===== src/rtl/tx_axis_arbiter.sv =====
// Frame-level round-robin scheduler in front of the TX MAC s_axis port.
// Locks the grant for a whole frame, then idles GAP_CYCLES before re-arbitrating.
module tx_axis_arbiter #(
    parameter int DATA_WIDTH = 32,
    parameter int KEEP_WIDTH = DATA_WIDTH / 8,
    parameter int NUM_PORTS  = 4,
    parameter int GAP_CYCLES = 3
) (
    input  logic                            i_clk,
    input  logic                            i_reset_n,
    input  logic [NUM_PORTS*DATA_WIDTH-1:0] s_axis_tdata,
    input  logic [NUM_PORTS*KEEP_WIDTH-1:0] s_axis_tkeep,
    input  logic [NUM_PORTS-1:0]            s_axis_tvalid,
    input  logic [NUM_PORTS-1:0]            s_axis_tlast,
    output logic [NUM_PORTS-1:0]            s_axis_trdy,
    output logic [DATA_WIDTH-1:0]           m_axis_tdata,
    output logic [KEEP_WIDTH-1:0]           m_axis_tkeep,
    output logic                            m_axis_tvalid,
    output logic                            m_axis_tlast,
    input  logic                            m_axis_trdy,
    output logic [NUM_PORTS-1:0]            o_grant,
    output logic                            o_busy,
    output logic                            o_frame_done
);

    localparam int PTR_W = (NUM_PORTS > 1) ? $clog2(NUM_PORTS) : 1;
    localparam int CNT_W = (GAP_CYCLES > 0) ? $clog2(GAP_CYCLES + 1) : 1;

    typedef enum logic [1:0] {
        ST_IDLE,
        ST_PASS,
        ST_GAP
    } state_t;

    state_t                 r_state;
    logic [PTR_W-1:0]       r_grant_idx;
    logic [PTR_W-1:0]       r_rr_ptr;
    logic [CNT_W-1:0]       r_gap_cnt;
    logic [NUM_PORTS-1:0]   r_grant;
    logic                   r_frame_done;

    logic [DATA_WIDTH-1:0]  w_port_data [NUM_PORTS];
    logic [KEEP_WIDTH-1:0]  w_port_keep [NUM_PORTS];
    logic                   w_req_found;
    logic [PTR_W-1:0]       w_req_idx;
    logic [PTR_W-1:0]       w_next_ptr;
    logic                   w_last_hs;

    genvar gi;
    generate
        for (gi = 0; gi < NUM_PORTS; gi++) begin : g_port
            assign w_port_data[gi] = s_axis_tdata[gi*DATA_WIDTH +: DATA_WIDTH];
            assign w_port_keep[gi] = s_axis_tkeep[gi*KEEP_WIDTH +: KEEP_WIDTH];
        end
    endgenerate

    function automatic logic [PTR_W-1:0] wrap_add(input logic [PTR_W-1:0] base, input int off);
        int sum;
        sum = int'(base) + off;
        if (sum >= NUM_PORTS) begin
            sum = sum - NUM_PORTS;
        end
        return PTR_W'(sum);
    endfunction

    // Scan offsets from highest to lowest so the port nearest rr_ptr wins.
    always_comb begin
        w_req_found = 1'b0;
        w_req_idx   = '0;
        for (int i = NUM_PORTS - 1; i >= 0; i--) begin
            if (s_axis_tvalid[wrap_add(r_rr_ptr, i)]) begin
                w_req_found = 1'b1;
                w_req_idx   = wrap_add(r_rr_ptr, i);
            end
        end
    end

    assign w_next_ptr = (r_grant_idx == PTR_W'(NUM_PORTS - 1)) ? '0 : r_grant_idx + 1'b1;

    always_comb begin
        m_axis_tdata  = '0;
        m_axis_tkeep  = '0;
        m_axis_tvalid = 1'b0;
        m_axis_tlast  = 1'b0;
        s_axis_trdy   = '0;
        if (r_state == ST_PASS) begin
            m_axis_tdata               = w_port_data[r_grant_idx];
            m_axis_tkeep               = w_port_keep[r_grant_idx];
            m_axis_tvalid              = s_axis_tvalid[r_grant_idx];
            m_axis_tlast               = s_axis_tlast[r_grant_idx];
            s_axis_trdy[r_grant_idx]   = m_axis_trdy;
        end
    end

    assign w_last_hs = m_axis_tvalid & m_axis_trdy & m_axis_tlast;

    always_ff @(posedge i_clk) begin
        if (!i_reset_n) begin
            r_state      <= ST_IDLE;
            r_grant_idx  <= '0;
            r_rr_ptr     <= '0;
            r_gap_cnt    <= '0;
            r_grant      <= '0;
            r_frame_done <= 1'b0;
        end else begin
            r_frame_done <= 1'b0;
            case (r_state)
                ST_IDLE: begin
                    if (w_req_found) begin
                        r_grant_idx <= w_req_idx;
                        r_grant     <= NUM_PORTS'(1) << w_req_idx;
                        r_state     <= ST_PASS;
                    end
                end
                ST_PASS: begin
                    // Grant is held until tlast, even if the requester drops tvalid.
                    if (w_last_hs) begin
                        r_rr_ptr     <= w_next_ptr;
                        r_frame_done <= 1'b1;
                        r_grant      <= '0;
                        if (GAP_CYCLES == 0) begin
                            r_state <= ST_IDLE;
                        end else begin
                            r_gap_cnt <= CNT_W'(GAP_CYCLES);
                            r_state   <= ST_GAP;
                        end
                    end
                end
                ST_GAP: begin
                    r_gap_cnt <= r_gap_cnt - 1'b1;
                    if (r_gap_cnt <= CNT_W'(1)) begin
                        r_state <= ST_IDLE;
                    end
                end
                default: begin
                    r_state <= ST_IDLE;
                end
            endcase
        end
    end

    assign o_grant      = r_grant;
    assign o_busy       = (r_state != ST_IDLE);
    assign o_frame_done = r_frame_done;

endmodule


===== config.mk =====
export PLATFORM = sky130hd
export DESIGN_NAME = tx_axis_arbiter
export DESIGN_NICKNAME = d
export VERILOG_FILES = /design/src/rtl/tx_axis_arbiter.sv
export SDC_FILE = /design/constraint.sdc
export NUM_CORES = 1
export LEC_CHECK = 0
export CAP_MARGIN = 20
export CORE_MARGIN = 5
export CORE_UTILIZATION = 25
export DETAILED_ROUTE_END_ITERATION = 6
export PLACE_DENSITY = 0.73
export SLEW_MARGIN = 20
export SYNTH_ARGS = -nofsm -noshare
export SYNTH_HDL_FRONTEND = slang
export SYNTH_SLANG_ARGS = --single-unit

===== constraint.sdc =====
create_clock -name i_clk -period 4.6 [get_ports i_clk]
set_input_delay 1.15 -clock i_clk [delete_from_list [all_inputs] [get_ports i_clk]]
set_output_delay 1.15 -clock i_clk [all_outputs]
set_load 0.02 [all_outputs]

# Yosys cells after proc, flatten, opt, wreduce, memory -nomap -nowiden
# Cells that the tools add are included.
[op_classes]
addsub = 9
order_cmp = 12
n_eq_ne = 6
shift = 1
n_mux = 48
bitwise = 4
reduce_logical = 11
[ops]
columns = ["operator", "n"]
rows = [
  ["$mux 32", 3],
  ["$bmux 32 s2", 1],
  ["$mux 2", 13],
  ["$mux 4", 6],
  ["$lt 2x3->1 const B", 5],
  ["$mux 1", 14],
  ["$bmux 1 s2", 6],
  ["$ge 3x3->1 const B", 4],
  ["$sub 2x1->2 const B", 5],
  ["$bmux 4 s2", 1],
  ["$pmux 4 s2", 1],
  ["$reduce_and 2->1", 4],
  ["$add 2x2->3 const B", 2],
  ["$ne 2x2->1 const B", 3],
  ["$pmux 2 s3", 1],
  ["$reduce_and 3->1", 2],
  ["$reduce_bool 2->1", 3],
  ["$and 4x4->4", 1],
  ["$eq 2x2->1 const B", 2],
  ["$pmux 2 s2", 1],
  ["$shl 1x2->4 const A", 1],
  ["$add 2x1->3 const B", 1],
  ["$ge 2x3->1 const B", 1],
  ["$not 2->3", 1],
  ["other kinds (8)", 9],
]
[word_totals]
ff_bits = 13
input_bits = 155
out_inout_bits = 48

# Depth between registers and ports, before layout
# Gate-level depths: netlist of run 1.
[logic_depth]
word_depth = 12
mapped_depth = 7

# Worst setup path after synthesis of run 1
# Ideal clock, no wire load.
[synth_timing]
kind = "input -> output"
from = "in s_axis_tlast[3]"
to = "out m_axis_tlast"
t_arrival_ns = 1.849
t_required_ns = 3.450
slack_ns = 1.601
path_stages = 2
cell_sequence = "mux4_2 > and2_1"
[synth_between]
elab_chain_len = 3
[synth_rtl]
columns = ["item", "line", "source"]
rows = [
  ["start, declared", "14", "input logic [NUM_PORTS-1:0] s_axis_tlast,"],
  ["$bmux 1 s2", "90", "m_axis_tlast = s_axis_tlast[r_grant_idx];"],
  ["$mux 1 (implied by the code)", "90", ""],
  ["$mux 1", "86", "if (r_state == ST_PASS) begin"],
  ["end, declared", "19", "output logic m_axis_tlast,"],
]
# Every way passes these cells. The select of a mux whose other input is x is not followed.

# Worst setup path after layout of run 1
[layout_timing]
from = "in s_axis_tvalid[3]"
to = "out m_axis_tvalid"
[layout_between]
elab_chain_len = 3
[layout_rtl]
columns = ["item", "line", "source"]
rows = [
  ["start, declared", "13", "input logic [NUM_PORTS-1:0] s_axis_tvalid,"],
  ["$bmux 1 s2", "89", "m_axis_tvalid = s_axis_tvalid[r_grant_idx];"],
  ["$mux 1 (implied by the code)", "89", ""],
  ["$mux 1", "86", ""],
  ["end, declared", "18", "output logic m_axis_tvalid,"],
]
# Every way passes these cells. The select of a mux whose other input is x is not followed.

==> flow_summary_export.csv, run 1 <==
group,metric,value,unit
global_routing,grt_max_degree,35,
worst_setup_path,critPathKind,"in2out",
floorplanning,ios,203,
worst_setup_path,r2r_cells,4,
clock_network,cts_resized,0,
worst_setup_path,cp.depth,4,
worst_setup_path,startpoint_type,"input pin",
worst_setup_path,crit_top_cell,"clkdlybuf4s50_1",
worst_setup_path,worstSetupEndpointType,"output port",
logic_synthesis,synth.distinct_cells,31,
power_and_ir_drop,ir_drop,189.0,µV
clock_network,clk_latency,0.24,ns
clock_network,cts_made_buffers,3,
timing,fin_crit,4.028,ns
floorplanning,die-area,9251,µm²
worst_setup_path,cp_top_family,"buffers and inverters",
run_status,outcome,"completed",
finish,final_nets,525,
finish,antenna_cells,0,
placed_design,gp_congestion,0.7811,
logic_synthesis,synth-edff-count,0,
finish,final_util,55.17,%
logic_synthesis,synth_top_area_share,46.09,%
global_routing,grt_pass1_vias,2259,
worst_hold_path,min_path_cells,2,
logic_synthesis,synthArstFlopShare,0,%
finish,drive_gt1_share,14.29,%
floorplanning,fp.coreArea,7253,µm²
placed_design,hpwlAfterDp,7786,µm
route,vias,2261,
route,drt_iter0_drc,60,
finish,fin_cells,463,
power_and_ir_drop,swShare,29.86,%
power_and_ir_drop,p_leak,0.001402,µW
timing,setup_viol,0,
logic_synthesis,synth_area_leader_cell,"mux4_2",
global_routing,grtUsageTotal,18.15,%
route,wl_per_cell,19.70,µm
timing,rsz0062_at_grt,"no",
power_and_ir_drop,power_frac_clock,16.5,%
timing,period_share,87.58,%
power_and_ir_drop,seqPwrFrac,20.9,%
clock_network,cts_setup_buffers,0,
worst_setup_path,cp_slowest_cell,"clkdlybuf4s50_1",
route,drt-total-wl,9121,µm
logic_synthesis,synth.area.top_cells,"mux4_2, dfxtp_1, and2_1",
logic_synthesis,synth_flop_cell,"dfxtp_1",
logic_synthesis,yosys-top-cells-count,"and2_1, mux4_2, dfxtp_1",
clock_network,cts-root-buf,"clkbuf_8",
route,drtPass1Iterations,4,
clock_network,clk_path_buf_depth,2,
worst_hold_path,holdCritPathClass,"reg2reg",
logic_synthesis,syn_nets,329,
logic_synthesis,syn_area,1857,µm²
logic_synthesis,syn_area_per_cell,10.99,µm²
clock_network,clk_pin_slew,0.05,ns
worst_setup_path,cp_cell_sequence,"clkdlybuf4s50_1, mux4_2, and2_1, clkdlybuf4s50_1",
logic_synthesis,seq_area_frac_synth,14.02,%
logic_synthesis,yosys_warnings,0,
power_and_ir_drop,internal_power,431.1,µW
global_routing,gr-total-overflow,0,
clock_network,cts_tree,"built",
logic_synthesis,syn_inst,169,
route,via_per_inst,4.883,
clock_network,ctsHoldBuffers,0,
timing,setup_tns,0,ns
floorplanning,start_util,25.60,%
worst_setup_path,worst_ep_arrival_time,2.88,ns
timing,slew_headroom,51.56,%
finish,area_growth,115.5,%
placed_design,dp.cells,459,
timing,hold_viol,0,
timing,drv_slew,0,
placed_design,portBuffers,202,
worst_setup_path,required,3.45,ns
logic_synthesis,synth.most_common_cell,"and2_1",
finish,multiInputGateArea,1483,µm²
worst_setup_path,cp_num_buf_inv,2,
route,drc,0,
clock_network,h-tree-depth,1,
timing,max_freq,248.2,MHz
finish,n_fill_cell,631,
floorplanning,placementRows,31,
logic_synthesis,synth-seq-cells,13,
global_routing,antenna_found_initial,0,
power_and_ir_drop,p_per_area,153.6,nW/µm²
route,drt.antenna.violating_nets,0,
run,drv_cap,0,
power_and_ir_drop,comb_power_share,62.6,%
floorplanning,die_w,96.18,µm
worst_setup_path,crit_fanout,5,
floorplanning,dieHeight,96.18,µm
power_and_ir_drop,switchingPower,183.5,µW
timing,fin_skew,0.006095,ns
finish,seqCellArea,262.8,µm²
clock_network,clock-sinks,13,
global_routing,grt_pass1_wl,12680,µm
worst_setup_path,cpPeakStageDelay,0.57,ns
timing,fin_hold_ws,0.4951,ns
timing,worst_pin_slew,0.7233,ns
## worst min-delay path, delay by kind of cell (launching register included)
kind,cells,cell delay (ns)
AOI/OAI and AO/OA,1,0.07
buffers and inverters,1,0.08
DFF,1,0.29
## state kept, by name, indices dropped and copies added (netlist names)
signal,cells
o_frame_done,1
o_grant,4
r_gap_cnt,2
r_grant_idx,2
r_rr_ptr,2
r_state,2
## layer usage
layer / share of wire (%) / vias to the layer above / global-route usage [%]
li1: - / 1045 / -
met1: 35 / 1099 / 20.43
met2: 52 / 99 / 32.83
met3: 10 / 18 / 5.317
met4: 2.7 / 0 / 5.332
met5: 0 / - / 0
## cells by family (layout without fill, tap and decap cells)
family                   Yosys count  count (layout)  synth area share (%)
AND/OR/NAND/NOR                   75              75                 24.26
flip-flops                        13              13                 14.02
buffers and inverters             21             216                 6.266
AO/OA/AOI/OAI                     17              17                 5.997
adder cells (fa/ha/maj)            5               5                 3.369
multiplexers                      38              38                 46.09
## power by group through the flow
stage          logic, µW  registers, µW  clock network [µW]
2_1_floorplan        170            127                   0
3_3_place_gp         381            131                   0
3_5_place_dp         387            131                   0
4_1_cts              388            129                 105
5_1_grt              411            130                 108
6_report             385            129                 101
## cell usage in the layout, fill, tap and decap left out, types with 2 or more instances in the layout
cell and instances:
and2_1 39, a21oi_1 5, mux4_2 38, nor2b_1 5, dfxtp_2 2, a32o_1 2
inv_1 6, dfxtp_1 11, nand2_1 6, nand3_1 3, clkbuf_8 3, and3_1 6
o31ai_1 2, nor2_1 5, nand4_1 2, o21ai_0 4, ha_1 5, buf_4 3
clkdlybuf4s50_1 202
## cell type report
class / instances / area share (%)
tap: 99 / 3.096
multi-input combinational: 135 / 37.05
timing repair buffer: 206 / 51.59
clock buffer: 4 / 1.126
sequential: 13 / 6.567
inverter: 6 / 0.5629
## metrics by stage
step,power (µW),area (µm²),setup slack (ns)
after global routing,649.7,4001,0.4843
after floorplan,297.0,1857,1.601
final,614.6,4001,0.5715
after global placement,512.2,3956,0.5738
after detailed placement,518.4,3956,0.5650
after CTS,622.2,4001,0.5684
## final timing paths
path	startpoint	endpoint	slack [ns]
min	r_gap_cnt[1]	r_gap_cnt[1]	0.50
min reg2reg	r_gap_cnt[1]	r_gap_cnt[1]	0.50
max reg2reg	r_state[0]	o_grant[1]	2.47
max	s_axis_tvalid[3]	m_axis_tvalid	0.57
(Power assumes the default switching activity.)
==> inputs of run 2 (changes only) <==
DONT_BUFFER_PORTS = 1   (was not set)
PLACE_DENSITY = not set   (was 0.73)
==> run 2 against run 1 <==
Sequential power grew 5%. Largest cell class is now multi-input gates. Total power shrank 33%. Largest power group unchanged. Non-clock buffer count shrank 204.
==> flow_summary_export.csv, run 2 (synthesized netlist as in run 1, its figures left out) <==
group,metric,value,unit
run_status,outcome,"completed",
timing,rsz0062_at_grt,"no",
finish,largest_reg_flops,4,
route,vias,1449,
worst_hold_path,min_path_cells,2,
worst_setup_path,cp_slowest_cell,"dfxtp_2",
timing,fin_crit,3.210,ns
clock_network,clk_path_buf_depth,2,
power_and_ir_drop,p_leak,0.0006169,µW
floorplanning,die-area,9251,µm²
run,drv_cap,0,
worst_setup_path,worstSetupEndpointType,"output port",
global_routing,gr-total-overflow,0,
worst_setup_path,required,3.45,ns
clock_network,cts_setup_buffers,0,
route,drt_iter0_drc,28,
placed_design,portBuffers,0,
global_routing,grt_pass1_wl,8183,µm
floorplanning,ios,203,
timing,fin_ws,1.390,ns
route,drt.antenna.violating_nets,0,
timing,drv_slew,0,
placed_design,hpwlAfterDp,5355,µm
worst_setup_path,cp_cell_sequence,"buf_12, mux4_2, and2_1",
global_routing,grtUsageTotal,11.50,%
finish,n_fill_cell,765,
timing,hold_viol,0,
floorplanning,fp.coreArea,7253,µm²
timing,max_freq,311.6,MHz
clock_network,cts-root-buf,"clkbuf_8",
clock_network,clk_pin_slew,0.05,ns
clock_network,cts_resized,0,
worst_setup_path,r2r_cells,4,
finish,area_growth,5.795,%
placed_design,pre_cts_ws,1.578,ns
route,drtPass1Iterations,4,
worst_setup_path,cp_num_buf_inv,1,
finish,final_util,27.08,%
global_routing,grt_max_degree,43,
worst_setup_path,cpPeakStageDelay,0.72,ns
worst_setup_path,critPathKind,"reg2out",
power_and_ir_drop,p_per_area,209.2,nW/µm²
worst_setup_path,cp.depth,3,
route,drt-total-wl,6209,µm
finish,fin_cells,259,
finish,final_nets,321,
floorplanning,placementRows,31,
timing,fin_skew,0.002252,ns
timing,period_share,69.78,%
worst_setup_path,worst_ep_arrival_time,2.06,ns
clock_network,ctsHoldBuffers,0,
floorplanning,die_w,96.18,µm
power_and_ir_drop,ir_drop,216.8,µV
clock_network,h-tree-depth,1,
finish,final_cell_mix,"and2_1, mux4_2, dfxtp_1",
timing,slew_headroom,38.02,%
global_routing,antenna_found_initial,0,
worst_hold_path,holdCritPathClass,"reg2reg",
clock_network,clock-sinks,13,
clock_network,cts_made_buffers,3,
worst_setup_path,startpoint_type,"flop",
floorplanning,start_util,25.60,%
clock_network,clk_latency,0.24,ns
placed_design,dp.cells,255,
timing,worst_pin_slew,0.9297,ns
route,drc,0,
route,wl_per_cell,23.97,µm
finish,drive_gt1_share,31.25,%
floorplanning,dieHeight,96.18,µm
finish,final_common_cell,"and2_1",
global_routing,grt_pass1_vias,1421,
clock_network,cts_tree,"built",
worst_setup_path,crit_fanout,26,
timing,setup_viol,0,
timing,setup_tns,0,ns
route,via_per_inst,5.595,
finish,antenna_cells,0,
placed_design,gp_congestion,0.8080,
worst_setup_path,cp_top_family,"flip-flops",
-- run 2: report_power, final --
part | internal [µW] | switching, µW
Combinational | 82.2 | 91.8
Clock | 61.1 | 39.6
Sequential | 119 | 17.5
Total | 262 | 149
-- run 2: final timing paths --
kind                                      from           end  slack [ns]
worst min-delay path              r_gap_cnt[1]  r_gap_cnt[1]        0.48
worst max register to register  r_grant_idx[1]    r_state[0]        2.40
worst max-delay path            r_grant_idx[0]  m_axis_tlast        1.39
worst min register to register    r_gap_cnt[1]  r_gap_cnt[1]        0.48
-- run 2: cell type report --
cell class	instances	area [µm²]	share of cell area, %
Timing Repair Buffer	2	27.53	1.401
Sequential cell	13	262.8	13.38
Multi-Input combinational cell	135	1483	75.48
Clock buffer	4	45.04	2.293
Inverter	6	22.52	1.146
Tap cell	99	123.9	6.306
-- run 2: per-stage QoR --
| step | hold slack [ns] | cell area [µm²] | total power, µW |
|---|---|---|---|
| after floorplan | 0.4374 | 1857 | 297.0 |
| after global placement | 0.4713 | 1919 | 313.9 |
| after detailed placement | 0.4813 | 1919 | 315.5 |
| after CTS | 0.4906 | 1964 | 416.6 |
| after global routing | 0.5161 | 1964 | 438.7 |
| final | 0.4833 | 1964 | 410.9 |
-- run 2: layer usage --
layer  vias up  GRT usage [%]  part of all wire, %
li1        637              -                    -
met1       716          13.45                   34
met2        90          21.16                   53
met3         6          2.658                   12
met4         0          2.488                 0.71
met5         -              0                    0
-- run 2: tightest hold or removal path, cell delays in order, from the launching register on --
cell and delay (ns):
dfxtp_1 0.29, inv_1 0.07, a31oi_1 0.07
==> inputs of run 3 (changes only) <==
clock period = 3.05 ns   (was 4.6 ns; I/O delays follow)
==> run 3 against run 2 <==
Clock skew rose by 0.0035 ns. Count of clock-buffer cells in the layout did not move. Sequential power rose by 43%. Total power rose by 54%. Global-route usage fell by 0.11 points. Worst hold slack improved by 0.0071 ns. Cell area rose by 1.4%. Non-clock buffer count rose by 2. Critical endpoint is now m_axis_tvalid. Via count fell by 0.14%. Highest routed layer unchanged.
==> flow_summary_export.csv, run 3 (synthesized netlist as in run 1, its figures left out) <==
group,metric,value,unit
run_status,outcome,"completed",
timing,fin_hold_ws,0.4904,ns
worst_hold_path,holdCritPathClass,"reg2reg",
finish,final_nets,323,
placed_design,pre_cts_ws,0.7359,ns
global_routing,met2_usage,20.53,%
worst_hold_path,min_path_cells,1,
worst_setup_path,reg2reg_from,"r_grant_idx[1]",
floorplanning,placementRows,31,
worst_setup_path,crit_fanout,24,
global_routing,grt.busiest_layer,"met2",
timing,fin_crit,2.558,ns
floorplanning,fp.coreArea,7253,µm²
clock_network,clock-sinks,13,
timing,setup_viol,0,
clock_network,cts_tree,"built",
clock_network,h-tree-depth,1,
worst_setup_path,startpoint_type,"flop",
timing,rsz0062_at_grt,"no",
finish,final_common_cell,"and2_1",
finish,final_cell_mix,"and2_1, mux4_2, dfxtp_1",
floorplanning,start_util,25.60,%
route,drt-total-wl,6216,µm
finish,final_area,1992,µm²
worst_setup_path,cp_cell_sequence,"mux4_2, and2_1",
power_and_ir_drop,p_per_area,316.8,nW/µm²
timing,max_freq,390.9,MHz
worst_setup_path,cp_num_buf_inv,0,
timing,period_share,83.88,%
worst_setup_path,cpPeakStageDelay,0.69,ns
clock_network,clk_latency,0.25,ns
global_routing,grtUsageMet3,2.893,%
placed_design,portBuffers,0,
route,drt.antenna.violating_nets,0,
placed_design,hpwlAfterDp,5383,µm
worst_setup_path,critPathKind,"reg2out",
clock_network,cts_made_buffers,3,
finish,antenna_cells,0,
finish,multiInputGateArea,1483,µm²
finish,drive_gt1_share,32.10,%
worst_setup_path,required,2.29,ns
finish,area_growth,7.278,%
run,drv_cap,0,
timing,setup_tns,0,ns
route,wl_per_cell,23.82,µm
clock_network,clk_path_buf_depth,2,
worst_setup_path,r2r_cells,4,
route,drt_iter0_drc,33,
worst_setup_path,cp_top_family,"flip-flops",
placed_design,post_dp_cell_area,1947,µm²
global_routing,grtUsageTotal,11.39,%
worst_setup_path,regToRegSetupSlack,1.12,ns
route,drc,0,
floorplanning,die_w,96.18,µm
global_routing,grt_max_degree,27,
floorplanning,ios,203,
global_routing,antenna_found_initial,0,
worst_setup_path,reg2reg_to,"r_state[0]",
clock_network,ctsHoldBuffers,0,
worst_setup_path,worst_ep_arrival_time,1.80,ns
clock_network,cts-root-buf,"clkbuf_8",
finish,n_fill_cell,751,
worst_hold_path,min_from,"r_state[1]",
finish,seqCellArea,262.8,µm²
clock_network,clk_pin_slew,0.06,ns
timing,worst_pin_slew,0.5995,ns
power_and_ir_drop,ir_drop,227.3,µV
global_routing,grt_pass1_wl,8128,µm
clock_network,cts_resized,0,
finish,fin_cells,261,
route,via_per_inst,5.544,
worst_setup_path,cp_slowest_cell,"dfxtp_2",
timing,fin_ws,0.4917,ns
timing,fin_skew,0.005730,ns
worst_hold_path,whs_endpoint,"r_state[0]",
global_routing,gr-total-overflow,0,
power_and_ir_drop,p_leak,0.0006319,µW
finish,largest_reg_flops,4,
placed_design,dp.cells,257,
floorplanning,die-area,9251,µm²
floorplanning,dieHeight,96.18,µm
global_routing,gr-usage-met1,13.17,%
route,vias,1447,
global_routing,grt_pass1_vias,1471,
worst_setup_path,worstSetupEndpointType,"output port",
placed_design,gp_congestion,0.8188,
route,drtPass1Iterations,4,
timing,slew_headroom,59.85,%
clock_network,cts_setup_buffers,0,
timing,hold_viol,0,
timing,drv_slew,0,
[run 3: cell count changes in the layout (fill, tap and decap cells not counted)]
cell    delta
buf_12     +1
buf_4      +1
[run 3: routing by layer]
metal / up-vias / wire length (µm)
met3: 9 / 722
li1: 644 / -
met4: 0 / 94
met5: - / 0
met1: 698 / 2135
met2: 96 / 3263
[run 3: final cells by class]
cell class	count	share of cell area (%)
clock buffer	4	2.261
inverter	6	1.131
multi-input combinational	135	74.43
sequential	13	13.19
tap	99	6.219
timing repair buffer	4	2.764
[run 3: power breakdown]
group          switching, µW  internal [µW]  leakage (µW)
Combinational            150            128      0.000502
Clock                   65.9           92.5     0.0000228
Sequential              15.5            179      0.000107
[run 3: worst max-delay path by stage]
| stage | from | end | slack [ns] | cells past startpoint |
|---|---|---|---|---|
| floorplan | r_grant_idx[0] | m_axis_tdata[10] | 0.78 | 5 |
| global placement | r_grant_idx[1] | m_axis_tvalid | 0.76 | 2 |
| detailed placement | r_grant_idx[1] | m_axis_tvalid | 0.74 | 2 |
| CTS | r_grant_idx[1] | m_axis_tvalid | 0.45 | 2 |
| global route | r_grant_idx[1] | m_axis_tvalid | 0.40 | 2 |
| finish | r_grant_idx[1] | m_axis_tvalid | 0.49 | 2 |
[run 3: per-stage QoR]
step | util (%) | total power [µW]
2_1_floorplan | - | 447.9
3_3_place_gp | 26.84 | 477.6
3_5_place_dp | 26.84 | 479.8
4_1_cts | 27.46 | 639.2
5_1_grt | 27.46 | 665.4
6_report | 27.46 | 631.0
